[config.mk]
export PLATFORM = sky130hd
export DESIGN_NAME = fs4_seq_ctrl
export DESIGN_NICKNAME = d
export VERILOG_FILES = /design/src/rtl/fs4_seq_ctrl.sv
export SDC_FILE = /design/constraint.sdc
export NUM_CORES = 1
export LEC_CHECK = 0
export CAP_MARGIN = 0
export CORE_ASPECT_RATIO = 0.7
export CORE_MARGIN = 2
export CORE_UTILIZATION = 47
export DETAILED_ROUTE_END_ITERATION = 8
export GPL_TIMING_DRIVEN = 0
export PLACE_DENSITY_LB_ADDON = 0.3
export SYNTH_ARGS = -nofsm -noshare
export SYNTH_HDL_FRONTEND = slang
export SYNTH_HIERARCHICAL = 1
export SYNTH_SLANG_ARGS = --single-unit
[constraint.sdc]
create_clock -name clk -period 2.7 [get_ports clk]
set_clock_uncertainty 0.15 [all_clocks]
set_input_delay 0.54 -clock clk [delete_from_list [all_inputs] [get_ports clk]]
set_output_delay 0.54 -clock clk [all_outputs]
set_load 0.01 [all_outputs]
[src/rtl/fs4_seq_ctrl.sv]
// -----------------------------------------------------------------------------
// fs4_seq_ctrl -- multi-precision subtraction sequencer
//
// Computes d = a - b - bin over W = 4*NIBBLES bits by walking the operands one
// nibble per cycle, LSB nibble first, through a single 4-bit full-subtractor
// slice. Each nibble's borrow-out feeds the next nibble's borrow-in.
//
// Handshake: start is accepted only while ready=1 (IDLE). The operands and the
// initial borrow are captured on acceptance. The op then spends NIBBLES cycles
// in RUN and one cycle in DONE. done pulses for one cycle together with the
// updated d_out/bo_out. Those outputs then hold until the next done.
//
// Optional build macro:
//   FS4_SEQ_SAT_EN  unsigned saturating subtract. A final borrow of 1 forces
//                   d_out to 0; bo_out still reports the borrow. Timing is
//                   the same.
//
// Parameters:
//   NIBBLES  nibbles per operand, 1..16 (operand width W = 4*NIBBLES)
//
// Ports:
//   clk     in   rising-edge clock
//   rst_n   in   asynchronous active-low reset
//   start   in   request, accepted when ready=1
//   a_in    in   W-bit minuend, sampled on acceptance
//   b_in    in   W-bit subtrahend, sampled on acceptance
//   bin     in   initial borrow-in, sampled on acceptance
//   ready   out  high only in IDLE
//   busy    out  high in RUN or DONE
//   done    out  one-cycle pulse; d_out/bo_out are valid from this cycle on
//   d_out   out  W-bit difference, held until the next done
//   bo_out  out  final borrow-out, held with d_out
// -----------------------------------------------------------------------------

// 4-bit full subtractor: {bo, d} = a - b - c.
module fs4_slice (
  input  logic [3:0] a,
  input  logic [3:0] b,
  input  logic       c,
  output logic [3:0] d,
  output logic       bo
);
  logic [4:0] diff;

  // Bit 4 of a 5-bit difference is set exactly when a < b + c.
  assign diff = {1'b0, a} - {1'b0, b} - {4'b0000, c};
  assign d    = diff[3:0];
  assign bo   = diff[4];
endmodule

module fs4_seq_ctrl #(
  parameter int NIBBLES = 4
) (
  input  logic                 clk,
  input  logic                 rst_n,
  input  logic                 start,
  input  logic [4*NIBBLES-1:0] a_in,
  input  logic [4*NIBBLES-1:0] b_in,
  input  logic                 bin,
  output logic                 ready,
  output logic                 busy,
  output logic                 done,
  output logic [4*NIBBLES-1:0] d_out,
  output logic                 bo_out
);

  localparam int W     = 4 * NIBBLES;
  localparam int IDX_W = (NIBBLES > 1) ? $clog2(NIBBLES) : 1;
  localparam logic [IDX_W-1:0] LAST_IDX = IDX_W'(NIBBLES - 1);

  typedef enum logic [1:0] {
    IDLE = 2'd0,
    RUN  = 2'd1,
    DONE = 2'd2
  } state_e;

  state_e           state_q, state_d;
  logic [IDX_W-1:0] idx_q, idx_d;
  logic             borrow_q, borrow_d;
  logic [W-1:0]     a_q, a_d;
  logic [W-1:0]     b_q, b_d;
  logic [W-1:0]     result_q, result_d;
  logic [W-1:0]     d_out_q, d_out_d;
  logic             bo_out_q, bo_out_d;
  logic             done_q, done_d;

  logic [3:0]       slice_d;
  logic             slice_bo;

  // The shared slice always looks at the nibble selected by idx. Its output is
  // only consumed while in RUN.
  fs4_slice u_slice (
    .a  (a_q[4*idx_q +: 4]),
    .b  (b_q[4*idx_q +: 4]),
    .c  (borrow_q),
    .d  (slice_d),
    .bo (slice_bo)
  );

  // NOTE: every signal written here gets a default first so that no path
  // leaves it unassigned; otherwise synthesis would infer a latch.
  always_comb begin
    state_d  = state_q;
    idx_d    = idx_q;
    borrow_d = borrow_q;
    a_d      = a_q;
    b_d      = b_q;
    result_d = result_q;
    d_out_d  = d_out_q;
    bo_out_d = bo_out_q;
    done_d   = 1'b0;

    unique case (state_q)
      IDLE: begin
        if (start) begin
          a_d      = a_in;
          b_d      = b_in;
          borrow_d = bin;
          idx_d    = '0;
          state_d  = RUN;
        end
      end

      RUN: begin
        result_d[4*idx_q +: 4] = slice_d;
        borrow_d               = slice_bo;
        // idx stops at the last nibble; acceptance is the only thing that
        // brings it back to zero.
        if (idx_q == LAST_IDX) begin
          state_d = DONE;
        end else begin
          idx_d = idx_q + IDX_W'(1);
        end
      end

      DONE: begin
        // borrow_q now holds the borrow out of the top nibble.
`ifdef FS4_SEQ_SAT_EN
        d_out_d = borrow_q ? '0 : result_q;
`else
        d_out_d = result_q;
`endif
        bo_out_d = borrow_q;
        done_d   = 1'b1;
        state_d  = IDLE;
      end

      default: begin
        state_d = IDLE;
      end
    endcase
  end

  // NOTE: state is updated with non-blocking assignments so that every flop
  // samples the pre-edge values, whatever order the statements are in.
  // The operand and result registers are reset together with the control
  // state. They are small, and resetting them keeps the slice inputs defined
  // out of reset.
  always_ff @(posedge clk or negedge rst_n) begin
    if (!rst_n) begin
      state_q  <= IDLE;
      idx_q    <= '0;
      borrow_q <= 1'b0;
      a_q      <= '0;
      b_q      <= '0;
      result_q <= '0;
      d_out_q  <= '0;
      bo_out_q <= 1'b0;
      done_q   <= 1'b0;
    end else begin
      state_q  <= state_d;
      idx_q    <= idx_d;
      borrow_q <= borrow_d;
      a_q      <= a_d;
      b_q      <= b_d;
      result_q <= result_d;
      d_out_q  <= d_out_d;
      bo_out_q <= bo_out_d;
      done_q   <= done_d;
    end
  end

  assign ready  = (state_q == IDLE);
  assign busy   = (state_q == RUN) || (state_q == DONE);
  assign done   = done_q;
  assign d_out  = d_out_q;
  assign bo_out = bo_out_q;

endmodule

## Word level (Yosys, flattened, before mapping)

Index checks and enable logic that the tools add are counted.

- Equal/unequal tests: 6
- $add $sub $neg: 4
- Mux-type cells: 10
- Reduce and logical (&&, ||, !) cells: 7
- Shift operators: 4

Operators by type and width:

| kind | count |
|---|---|
| 4-bit negation with 34-bit output | 1 |
| 4-bit by 34-bit variable shift with 16-bit output, first input constant | 1 |
| 4-bit by 34-bit indexed part select with 16-bit output | 1 |
| 16-bit by 5-bit indexed part select with 4-bit output | 2 |
| 16-bit bitwise mux | 1 |
| 2-bit 2-to-1 mux | 4 |
| 2-bit one-hot mux with 2 select lines | 2 |
| 2-bit inequality test, second input constant | 3 |
| 2-bit AND reduction | 3 |
| 4-bit by 4-bit subtractor with 5-bit output | 1 |
| 5-bit by 1-bit subtractor with 5-bit output | 1 |
| 2-bit equality test, second input constant | 2 |
| 3-bit AND reduction | 1 |
| 2-bit by 1-bit adder with 2-bit output, second input constant | 1 |
| 2-bit by 1-bit equality test with 1-bit output, second input constant | 1 |
| 2-bit zero test | 1 |
| 1-bit 2-to-1 mux | 2 |
| 1-bit one-hot mux with 2 select lines | 1 |
| 2-bit nonzero test | 1 |
| 1-bit logical OR | 1 |

- Register bits after elaboration: 71
- Output and inout port bits: 20
- Input bits: 36
- Logic and storage cells: 40

## Depth between registers and ports, before layout

Gate-level depths: netlist (run 1).

- Depth after elaboration: 5
- Gate-level depth with buffers: 11
- Mapped depth without buffers: 10

## Cells and area by module

The synthesis (run 1) kept the hierarchy.

By module, submodules not included:

| module | sequential area each (sq um) | area each (sq um) | times used | cells an instance |
|---|---|---|---|---|
| fs4_seq_ctrl | 1776.7 | 3042.9 | 1 | 205 |
| fs4_slice | 0.0 | 207.7 | 1 | 24 |

## Worst setup path before layout (run 1)

OpenSTA, ideal clock, no wires.

- Path type: flip-flop to flip-flop
- Start point: register idx_q[0]
- End point: register borrow_q
- Path slack: -244 ps
- Data required time: 2456 ps
- Period minus slack after synthesis: 2944 ps
- Cell stages (with the launch flop): 10
- Buffers on the path: 1
- Arrival time: 2700 ps
- Library setup time: 94 ps
- Cell sequence: dfrtp_1 buf_6 mux4_2 fa_1 fa_1 nand2b_1 a21oi_2 xor2_1 nor3_1 a211oi_1

- Longest elaborated chain between the ends: 4
- Elaborated cells on any way between the ends: 5
- Those cells by class: add/sub (2); shift (2); mux (1)

Ends and longest elaborated chain:

| element | RTL line | RTL |
|---|---|---|
| start: declaration | 78 | `logic [IDX_W-1:0] idx_q, idx_d;` |
| start signal: assignment | 172 | `idx_q <= idx_d;` |
| 16-bit by 5-bit indexed part select with 4-bit output (on tied branches) | 93, 94 |  |
| 4-bit by 4-bit subtractor with 5-bit output * | 46 | `assign diff = {1'b0, a} - {1'b0, b} - {4'b0000, c};` |
| 5-bit by 1-bit subtractor with 5-bit output * | 46 |  |
| named net slice_bo | 88 | `logic slice_bo;` |
| 1-bit one-hot mux with 2 select lines * | 113 | `unique case (state_q)` |
| end signal: assignment | 173 | `borrow_q <= borrow_d;` |
| end: declaration | 79 | `logic borrow_q, borrow_d;` |

The timed path passes the listed nets; every way through them passes the cells marked *.
A chain may end at the register's enable or synchronous reset.

## Worst setup path in the final report (run 1)

- Start point: register idx_q[0]
- End point: register result_q[11]

- Longest elaborated chain between the ends: 5
- Elaborated cells on any way between the ends: 8
- Those cells by class: add/sub (3); shift (4); mux (1)

Ends and longest elaborated chain:

| element | RTL line | RTL |
|---|---|---|
| 16-bit by 5-bit indexed part select with 4-bit output (on tied branches) | 93, 94 |  |
| 4-bit by 4-bit subtractor with 5-bit output * | 46 |  |
| 5-bit by 1-bit subtractor with 5-bit output * | 46 |  |
| named net slice_d[3] | 87 | `logic [3:0] slice_d;` |
| 4-bit by 34-bit indexed part select with 16-bit output * | 125 | `result_d[4*idx_q +: 4] = slice_d;` |
| 16-bit bitwise mux * | 125 |  |
| end signal: assignment | 176 | `result_q <= result_d;` |
| end: declaration | 82 | `logic [W-1:0] result_q, result_d;` |

Marked as above.

==> results_dict.tcl, run 1 <==
set metrics [dict create \
    cts_buffers 9 \
    yosysTopAreaCell "dfrtp_1" \
    clock_sinks 71 \
    slowest_delay_ps 570 \
    hold_viol 0 \
    utilization_pct 63.4 \
    crit_slowest_cell "fa_2" \
    dp.final_hpwl_mm 4.32 \
    criticalPathCategory "flop to flop" \
    comb_power_share_pct 53.6 \
    path_buf_inv 3 \
    final_nets 355 \
    yosys-top-cells-count "71 x dfrtp_1, 49 x mux2_2, 15 x ha_1" \
    grt_max_degree 72 \
    ir_drop_uv 822 \
    clock_path_buffers 2 \
    drive_above_1_share_pct 34.2 \
    syn2layout_area_growth_pct 31.2 \
    fin_crit_sh_pct 103 \
    critical_path.top_delay_family "adder cells" \
    synth-seq-cells 71 \
    dp_cells 378 \
    crit_required_ps 2770 \
    drc 0 \
    maxSlewHeadroom_pct 42.3 \
    io_pins 56 \
    pwr-share-seq_pct 29.0 \
    holdCritPathClass "input pin to async pin" \
    power.internal_mw 3.72 \
    violations "setup timing" \
    first_iter_violations 71 \
    synth_area_leaders "dfrtp_1 55%, mux2_2 17%, ha_1 5.8%" \
    antenna_found_initial 0 \
    insertedDiodeCount 0 \
    cts_tree "done" \
    grt_pass1_wl_mm 10.4 \
    worstPathArrival_ps 2860 \
    fmax_ghz 0.359 \
    drt.antenna.violating_nets 0 \
    seq_area_frac_synth_pct 54.7 \
    startpoint_type "flop" \
    fill_cells 525 \
    clk_pin_slew_ps 70 \
    status "finished, violations left" \
    cts_root_buf "clkbuf_8" \
    period_minus_slack_ps 2790 \
    finalNonFillerCells 401 \
    worst_pin_slew_ps 865 \
    syn_inst 229 \
    rows 25 \
    synth_cell_types 27 \
    die_y_um 73.6 \
    syn_area_sq_mm 0.00325 \
    slew_viol_final 0 \
    synth_top_cell_area_share_pct 54.7 \
    cp-end-kind "flop" \
    synth_fp_nets 282 \
    p_leak_nw 1.90 \
    core_sq_mm 0.00673 \
    routed_wl_mm 6.10 \
    synth_edf_count 0 \
    path_cells "buf_12, mux4_2, fa_2, inv_2, ha_4, o21ai_2, nand3b_1, xor2_2, buf_4, a22o_1" \
    cp_max_fo 4 \
    finalWeightedCongestion 0.784 \
    max_cap_violations 0 \
    viasPerCell 5.03 \
    rsz0062_at_grt "true" \
    power.share.clock_pct 17.4 \
    swShare_pct 36.6 \
    track_usage_pct 18.8 \
    synth_most_common_cell "dfrtp_1" \
    avgSynthCellArea_sq_um 14.2 \
    clock_latency_ps 340 \
    switchingPower_mw 2.14 \
    cts_htree_levels 3 \
    fin_ws_ps -89.1 \
    setup_viol 7 \
    yosysWarnings 6 \
    dr_total_vias 2019 \
    power_density_mw_per_mm2 1370 \
    start_util_pct 48.3 \
    synthFlopType "dfrtp_1" \
    dieWidth_um 103 \
    grt.overflow.total 0 \
    grt_pass1_vias 2051 \
    dr.pass1.iters 4 \
    die-area_sq_mm 0.00761 \
    cts_hold_buf 0 \
    routedWlPerCell_um 15.2 \
    pre_cts_slack_ps -350 \
    postSynth.asyncResetShare_pct 100 \
    portBuffers 55 \
]
[power by group through the flow]
stage               Combinational (mW)  Sequential [mW]  Clock [mW]
global placement                  2.63             1.72           0
floorplan                         1.89             1.69           0
global route                      3.46             1.76        1.10
detailed placement                2.69             1.74           0
finish                            3.14             1.70        1.02
CTS                               3.01             1.71        1.05
[cell families after synthesis]
kind of cell	synth area share, %
flip-flops	54.7
AO/OA/AOI/OAI	6.51
buffers and inverters	3.00
adder cells (fa/ha/maj)	7.01
XOR/XNOR	1.08
multiplexers	22.5
AND/OR/NAND/NOR	5.23
[stage by stage]
stage	hold WS, ps	instance area, sq um	TNS (ps)	power (mW)
final	161	4270	-298	5.86
after global routing	226	4270	-1310	6.32
after CTS	192	4240	-246	5.76
after detailed placement	325	3940	-2240	4.43
after global placement	318	3940	-106290	4.35
after floorplan	94.4	3270	-40.8	3.58
[cell usage in the layout (no fill, tap or decap), types with 2 or more instances in the layout]
| cell type | n |
|---|---|
| mux2_2 | 49 |
| dfrtp_1 | 70 |
| o22ai_1 | 2 |
| xor2_1 | 3 |
| nand2b_1 | 2 |
| nor3_4 | 2 |
| clkbuf_8 | 10 |
| a22o_1 | 14 |
| inv_2 | 2 |
| nand2_1 | 14 |
| clkdlybuf4s50_1 | 54 |
| mux4_2 | 8 |
| a21oi_1 | 4 |
| buf_4 | 9 |
| o21ai_0 | 7 |
| buf_2 | 5 |
| bufinv_16 | 3 |
| clkinv_2 | 2 |
| fa_2 | 2 |
| or2_2 | 2 |
| ha_1 | 13 |
| inv_1 | 12 |
[sequential cells by signal (all words and copies together), names as in the netlist]
| register | count |
|---|---|
| a_q | 16 |
| b_q | 16 |
| d_out | 16 |
| result_q | 16 |
| idx_q | 2 |
| state_q | 2 |
| bo_out | 1 |
| borrow_q | 1 |
| done | 1 |
[layout make-up]
class | count | area (sq um) | area share [%]
sequential | 71 | 1780 | 41.7
multi-input combinational | 136 | 1420 | 33.2
timing repair buffer | 62 | 601 | 14.1
clock buffer | 10 | 138 | 3.23
tap | 94 | 118 | 2.76
clock inverter | 6 | 108 | 2.52
buffer | 8 | 56.3 | 1.32
inverter | 14 | 52.6 | 1.23
[metal layers]
| metal | up-vias | GRT usage, % | wire length (um) | part of all wire [%] |
|---|---|---|---|---|
| li1 | 961 | - | - | - |
| met1 | 991 | 26.0 | 2870 | 47 |
| met2 | 60 | 27.7 | 2780 | 46 |
| met3 | 7 | 6.95 | 380 | 6.2 |
| met4 | 0 | 5.85 | 65 | 1.1 |
| met5 | - | 0 | 0 | 0 |
[worst paths after layout]
kind,start,to,slack [ps],cells past startpoint
setup reg to reg,idx_q[0]$_DFFE_PN0P_,result_q[11]$_DFFE_PN0P_,-90,10
hold / removal,rst_n,idx_q[1]$_DFFE_PN0P_,160,1
setup / recovery,idx_q[0]$_DFFE_PN0P_,result_q[11]$_DFFE_PN0P_,-90,10
hold reg to reg,result_q[0]$_DFFE_PN0P_,result_q[0]$_DFFE_PN0P_,330,2
max in group asynchronous,rst_n,idx_q[0]$_DFFE_PN0P_,1650,1
min in group clk,result_q[0]$_DFFE_PN0P_,result_q[0]$_DFFE_PN0P_,330,2
[timing repair]
item | 4_1_cts | 5_1_grt
gates resized for setup | 5 | 3
setup endpoints to repair | 13 | 13
setup buffers | 5 | 2
pin swaps | 1 | 1
[worst register-to-register path, cell delays in order (launching register included)]
cell      delay, ps
dfrtp_2         390
buf_12          120
mux4_2          510
fa_2            570
inv_2            50
ha_4            150
o21ai_2         110
nand3b_1        120
xor2_2          190
buf_4           150
a22o_1          180
Note: power is estimated with default switching activity, not from simulation.
==> inputs of run 2 (changes only) <==
GPL_ROUTABILITY_DRIVEN = 0   (was default)
SLEW_MARGIN = 25   (was default)
==> run 2 against run 1 <==
Compared with the run above: the run still ends with setup timing left; routed wire length increased by 2.6%; first-iteration DRC count decreased by 4.2%; worst setup slack got worse by 27 ps; cell area increased by 0.73%; sequential power about the same; via count decreased by 0.64%; largest cell class unchanged; register-to-register slack got worse by 30 ps; critical path type unchanged; clock power increased by 4%; clock-buffer cell count unchanged; sequential share of layout area decreased by 0.30 points; flip-flop and latch count unchanged.
==> results_dict.tcl, run 2 (same netlist as run 1, synthesis figures left out) <==
set metrics [dict create \
    hold_viol 0 \
    cts_tree "done" \
    utilization_pct 63.9 \
    holdCritPathClass "flop to flop" \
    fin_crit_sh_pct 104 \
    status "finished, violations left" \
    core_sq_mm 0.00673 \
    fill_cells 518 \
    layout_common_cells "70 x dfrtp_1, 54 x clkdlybuf4s50_1, 49 x mux2_2" \
    grt.overflow.total 0 \
    cp-end-kind "flop" \
    antenna_found_initial 0 \
    syn2layout_area_growth_pct 32.2 \
    grt_pass1_vias 2098 \
    power_density_mw_per_mm2 1360 \
    pre_cts_slack_ps -332 \
    final_nets 355 \
    io_pins 56 \
    grt_pass1_wl_mm 10.6 \
    routedWlPerCell_um 15.6 \
    tns_ps -363 \
    clock_path_buffers 2 \
    cp_max_fo 4 \
    setup_viol 4 \
    ir_drop_uv 630 \
    violations "setup timing" \
    hold_ws_ps 335 \
    die_y_um 73.6 \
    drive_above_1_share_pct 33.6 \
    power_mw 5.84 \
    period_minus_slack_ps 2820 \
    die-area_sq_mm 0.00761 \
    worstPathArrival_ps 2910 \
    grt_max_degree 44 \
    viasPerCell 5.00 \
    fin_ws_ps -116 \
    cts_buffers 9 \
    portBuffers 55 \
    drt.antenna.violating_nets 0 \
    drc 0 \
    dieWidth_um 103 \
    p_leak_nw 1.91 \
    clk_pin_slew_ps 80 \
    dr.pass1.iters 4 \
    crit_required_ps 2790 \
    fmax_ghz 0.355 \
    final_common_cell "dfrtp_1" \
    max_cap_violations 0 \
    maxSlewHeadroom_pct 67.1 \
    dr_total_vias 2006 \
    startpoint_type "flop" \
    cts_htree_levels 3 \
    rows 25 \
    track_usage_pct 19.0 \
    clock_sinks 71 \
    criticalPathCategory "flop to flop" \
    rsz0062_at_grt "true" \
    start_util_pct 48.3 \
    cts_root_buf "clkbuf_8" \
    dp.final_hpwl_mm 4.41 \
    slew_viol_final 0 \
    insertedDiodeCount 0 \
    worst_pin_slew_ps 492 \
    clock_latency_ps 350 \
    first_iter_violations 68 \
    routed_wl_mm 6.26 \
]
run 2: worst paths after layout:
path                                          from                       end  slack (ps)  depth (start not counted)
min in group asynchronous                    rst_n       a_q[15]$_DFFE_PN0P_         510                          2
max in group asynchronous                    rst_n      idx_q[0]$_DFFE_PN0P_        1330                          3
min                        result_q[0]$_DFFE_PN0P_   result_q[0]$_DFFE_PN0P_         340                          2
min reg2reg                result_q[0]$_DFFE_PN0P_   result_q[0]$_DFFE_PN0P_         340                          2
max reg2reg                   idx_q[0]$_DFFE_PN0P_  result_q[11]$_DFFE_PN0P_        -120                         10
max                           idx_q[0]$_DFFE_PN0P_  result_q[11]$_DFFE_PN0P_        -120                         10
run 2: layout make-up:
cell class | instances | area [sq um] | share of cell area, %
buffer | 8 | 56.3 | 1.31
multi-input combinational | 136 | 1420 | 33.1
sequential | 71 | 1780 | 41.4
clock inverter | 6 | 115 | 2.68
timing repair buffer | 62 | 616 | 14.3
clock buffer | 10 | 138 | 3.20
inverter | 14 | 52.6 | 1.22
tap | 94 | 118 | 2.74
run 2: where the power goes:
| part | switching [mW] | internal (mW) | total (mW) |
|---|---|---|---|
| clock network | 0.412 | 0.645 | 1.06 |
| registers | 0.223 | 1.48 | 1.71 |
| logic | 1.55 | 1.53 | 3.08 |
| total | 2.19 | 3.66 | 5.84 |
run 2: per-stage QoR:
stage                     area [sq um]  std cells
after detailed placement          3960        379
after floorplan                   3270        229
after global routing              4300        401
after CTS                         4270        400
final                             4300        401
after global placement            3940        378
run 2: repair_timing:
item | CTS | global route
buffers inserted | 4 | 1
gates resized for setup | 7 | 2
hold endpoints to repair | 28 | 0
hold buffers | 1 | 0
endpoints found under the setup margin | 13 | 8
pin swaps | 1 | 3
run 2: critical path: stages, from the launching register on:
cell and delay, ps:
dfrtp_2 410, buf_12 120, mux4_2 510, fa_2 570, inv_2 50, ha_4 140
o21ai_2 110, nand3b_1 130, xor2_2 180, buf_4 150, a22o_1 190
run 2: layer usage:
metal / track usage, % / up-vias / routed length [um] / share of wire, %
met2: 28.8 / 63 / 2880 / 46
li1: - / 960 / - / -
met3: 7.04 / 7 / 431 / 6.9
met1: 25.6 / 976 / 2880 / 46
met5: 0 / - / 0 / 0
met4: 5.99 / 0 / 64 / 1.0
==> edit 1, RTL diff (flow settings as in run 2) <==
Set the parameter `NIBBLES` to 2 (it was 4). Comments in the files are not updated.
--- a/src/rtl/fs4_seq_ctrl.sv
+++ b/src/rtl/fs4_seq_ctrl.sv
@@ -50,5 +50,5 @@
 
 module fs4_seq_ctrl #(
-  parameter int NIBBLES = 4
+  parameter int NIBBLES = 2
 ) (
   input  logic                 clk,
Interface: changed (resized a_in, b_in and d_out); port bits go from 56 to 32. The function was not compared with the original's and may differ.
==> edit 1 against run 2 <==
Design area shrank 44%. Synthesized cell count is 44% lower. Worst setup slack better by 0.18 ns. Sequential share of layout area down 2.0 points. Area after synthesis down 43%. Combinational power decreased by 37%. Sequential cell count shrank 33. Fmax is 6.7% higher. Wire length down 51%. Non-clock buffer count fell by 30. First-iteration DRC count decreased by 22%. Power down 40%. Critical path type unchanged. Highest routed layer unchanged.
==> edit 1: results (changes against run 2) <==
The flow ran to the end, and the final reports show no timing, DRC or antenna violations. The commonest cells after synthesis are 38 x dfrtp_1, 31 x mux2_2, 11 x inv_1. The static power due to leakage is 1.10 nW (-42%). The hold-critical path depth is 1 (-1). The pre-CTS setup slack came to -0.163 ns (+0.170 ns). The maximum net fanout on the critical path was 5 (+1). The global-route usage over all layers is 14.9% (-4.1 points).

The post-cts resize count is 4 (-3). The worst slew slack as a fraction of its limit came out at 84.9% (+18 points). The synthesized netlist net count is 161 (-43%). The via count of the first global-routing pass is 1156 (-45%). The cell count after placement came out at 213 (-44%). The final HPWL from detailed placement came out at 2300 um (-48%).

The number of buffers inserted to repair setup after CTS is 0 (-4). The post-placement cell area is 0.00224 mm^2 (-43%). The worst voltage drop across the vdd grid is 0.725 mV (+15%). The total number of nets in the final design came out at 204 (-43%). The post-synthesis cell type count is 21 (-22%). The DRC violation total after the first TritonRoute iteration came out at 53 (-22%). The total of buffers placed on input and output ports came to 31 (-44%). The met1 track demand over resource in global routing is 20.4% (-5.3 points). The final instance count without filler cells came out at 225 (-44%). The number of cell instances on the worst register-to-register path came out at 9 (-1).

The sequential element share of the synthesized area came out at 51.5% (-3.1 points). The total wire length after detailed routing is 3060 um (-51%). The arrival time of the worst setup path is 2.72 ns (-0.19 ns).

The depth of the CTS H-tree came out at 2 (-1). The wire length of the first global-routing pass is 5080 um (-52%). The proportion of layout cells with a drive suffix above 1 came out at 37.0% (+3.4 points). By area the synthesized netlist is led by dfrtp_1 52%, mux2_2 19%, mux2_4 8.1%, ha_1 6.8%, inv_1 2.2%. The count of vias placed by the detailed router came out at 1079 (-46%). The clock buffer count from CTS is 5 (-4).

The latest clock arrival within the worst-skew pair is 0.29 ns (-0.06 ns). The mean cell area of the mapped netlist is 14.3 um^2 (+0.79%). The largest net degree at the start of global routing came out at 31 (-30%). The longest individual stage delay on the worst path came out at 0.41 ns (-0.16 ns).
==> edit 1: routing by layer <==
metal	vias to the layer above	share of wire (%)
met2	20	47
li1	531	-
met3	2	3.8
met1	526	49
met5	-	0
met4	0	0.69
==> edit 1: path summary, 6_finish.rpt <==
| path | slack [ns] | end | from |
|---|---|---|---|
| worst max-delay path | 0.06 | borrow_q | idx_q |
| worst min register to register | 0.35 | d_out[0] | result_q[0] |
| min in group asynchronous | 0.49 | b_q[3] | rst_n |
| worst max register to register | 0.06 | borrow_q | idx_q |
| worst min-delay path | 0.35 | d_out[0] | result_q[0] |
| max in group asynchronous | 1.49 | a_q[1] | rst_n |
==> edit 1: worst max-delay path, delay by kind of cell, from the launching register on <==
kind,cells,cell delay (ns)
AND/OR/NAND/NOR,2,0.30
multiplexers,1,0.34
XOR/XNOR,1,0.20
adder cells (fa/ha/maj),2,0.77
flip-flops,1,0.38
buffers and inverters,1,0.13
AO/OA/AOI/OAI,2,0.32
==> edit 1: final cells by class <==
| cell class | instances | area [um^2] |
|---|---|---|
| multi-input cells | 76 | 832 |
| flip-flops and latches | 38 | 951 |
| inverters | 11 | 41.3 |
| plain buffers | 4 | 32.5 |
| clock buffers | 5 | 68.8 |
| well taps | 52 | 65.1 |
| fillers | 304 | 1430 |
| clock inverters | 3 | 68.8 |
| repair buffers | 36 | 358 |
==> edit 1: cells by family after synthesis <==
group | share of synthesized area [%]
AND/OR/NAND/NOR | 3.19
AO/OA/AOI/OAI | 3.73
flip-flops | 51.5
buffers and inverters | 3.66
XOR/XNOR | 1.90
multiplexers | 27.1
adder cells (fa/ha/maj) | 8.95
==> edit 1: report_power, final <==
group	internal (mW)	total (mW)	switching, mW
combinational	1.10	1.94	0.847
sequential	0.869	1.02	0.147
clock	0.370	0.571	0.201
total	2.34	3.53	1.19
==> edit 2, RTL diff (flow settings as in run 2) <==
Without the edit above. Re-encode `state_e` (3 states) as one-hot, 3 bits wide.
--- a/src/rtl/fs4_seq_ctrl.sv
+++ b/src/rtl/fs4_seq_ctrl.sv
@@ -69,8 +69,8 @@
   localparam logic [IDX_W-1:0] LAST_IDX = IDX_W'(NIBBLES - 1);
 
-  typedef enum logic [1:0] {
-    IDLE = 2'd0,
-    RUN  = 2'd1,
-    DONE = 2'd2
+  typedef enum logic [2:0] {
+    IDLE = 3'b001,
+    RUN  = 3'b010,
+    DONE = 3'b100
   } state_e;
 
Formal check against the unedited RTL: no difference found for any inputs over 10 cycles, from zero or initial values and one cycle with rst_n low; not proved beyond that.
==> edit 2 against run 2 <==
The run still ends with negative setup slack left. Critical path depth unchanged. Area after synthesis about the same. Utilization decreased by 0.56 points. Design area decreased by 0.87%. Global-route usage about the same. Combinational power decreased by 19%. Via count increased by 0.20%. Sequential cell count increased by 1. Clock power decreased by 23%. Worst setup slack improved by 0.056 ns. Wire length increased by 3.0%. Power decreased by 16%. Sequential share of layout area increased by 1.0 points. Largest cell class unchanged. Largest power group unchanged. Highest routed layer unchanged.
==> edit 2: results (changes against run 2) <==
The sequential element share of the synthesized area came to 55.5% (+0.83 points). The tree is rooted in a clkbuf_8. The worst hold margin came to 0.0220 ns (-0.313 ns).

The depth of the CTS H-tree is 3 (unchanged). The total of buffers placed on input and output ports is 55 (unchanged). The number of antenna violations at the first check in global routing came to 0 (unchanged). The total design power is 4.90 mW (-16%). The wire length of the first global-routing pass is 10500 um (-0.65%). The longest individual stage delay on the worst path is 0.58 ns. The number of iterations in the first detailed-routing pass came out at 4 (unchanged). The most critical setup path has its endpoint at result_q[3]. The final number of setup-violating endpoints is 7 (+3). The power in combinational cells came out at 2.51 mW (-19%).

The net switching share of the total power came out at 38.0% (+0.52 points). The via density per instance is 5.09 (+1.7%). The checks that failed: negative setup slack.

The post-placement cell area is 0.00396 mm^2 (about the same). The clock transition at the registers of the reported paths is 0.08 ns (about the same). The aggregate negative setup slack is -0.221 ns (+0.142 ns). The static power due to leakage is 1.87 nW (-2.0%).

Among all stages on the critical path, the largest delay is contributed by fa_2. The largest net degree at the start of global routing came out at 41 (-6.8%). The sequential-cell power consumption is 1.58 mW (-8%). The deepest clock path buffer count is 2 (unchanged). The total number of nets in the final design came out at 346 (-2.5%). The maximum net fanout on the critical path came to 5 (+1).

Ranked by instance count, the synthesized netlist is headed by 71 x dfrtp_1, 42 x mux2_2, 12 x a22o_1, 12 x ha_1, 11 x nand2_1. The total inserted antenna cells is 0 (unchanged). The flow ran to the end, but the final reports show violations. The proportion of layout cells with a drive suffix above 1 is 32.9% (-0.66 points). Ranked by total cell area, the synthesized netlist is headed by dfrtp_1 55%, mux2_2 15%, mux4_2 5.5%, ha_1 4.6%, a22o_1 3.2%. The post-cts resize count came out at 15 (+8).

The final instance count without filler cells is 395 (-1.5%). The via count of the first global-routing pass is 2056 (-2.0%). The number of buffers inserted to repair setup after CTS is 7 (+3). The final worst setup slack is -0.0595 ns (+0.0564 ns). The worst voltage drop across the vdd grid came to 0.572 mV (-9.2%). The average wire length per cell after detail routing came to 16.3 um (+4.5%). The final HPWL from detailed placement came out at 4540 um (+3.0%). The type of the worst min-delay path is input pin to async pin. The most used flip-flop cell after synthesis is dfrtp_1. The post-synthesis cell type count came out at 30 (+11%). The global-route usage over all layers is 19.0% (+0.025 points). The synthesized netlist net count came out at 272 (-3.5%).

The arrival time of the worst setup path came out at 2.87 ns (-0.04 ns). The cell count after placement came out at 372 (-1.8%). The slew at the pin closest to its max-slew limit came out at 0.532 ns (+0.0395 ns). The start point of the critical path is idx_q[0].

The pre-CTS setup slack came out at -0.494 ns (-0.162 ns). The final-layout fill cell count is 548 (+5.8%). The total of warnings raised by yosys came to 6 (unchanged). The instance count of the mapped netlist is 222 (-3.1%). The DRC violation total after the first TritonRoute iteration came out at 94 (+38%).
## edit 2: cell type report
class / instances / area (um^2) / area share [%]
Clock buffer: 12 / 145 / 3.41
Buffer: 9 / 73.8 / 1.73
Multi-Input combinational cell: 131 / 1420 / 33.2
Tap cell: 94 / 118 / 2.76
Sequential cell: 72 / 1810 / 42.4
Timing Repair Buffer: 63 / 619 / 14.5
Inverter: 10 / 37.5 / 0.881
Clock inverter: 4 / 45.0 / 1.06
## edit 2: kinds of logic after synthesis
kind of cell    after synthesis  synth area share, %
mux                          57                 22.5
fa+ha+maj                    14                 5.85
buf+inv                      19                 2.77
simple gates                 34                 7.24
xor+xnor                      4                 1.08
flops                        72                 55.5
compound gates               22                 5.04
## edit 2: routing by layer
layer | wire length (um) | global-route usage [%] | share of wire [%] | vias up
met4 | 73 | 7.02 | 1.1 | 0
met2 | 2850 | 27.5 | 44 | 47
met1 | 3270 | 27.8 | 51 | 1005
met3 | 249 | 4.95 | 3.9 | 7
met5 | 0 | 0 | 0 | -
li1 | - | - | - | 951
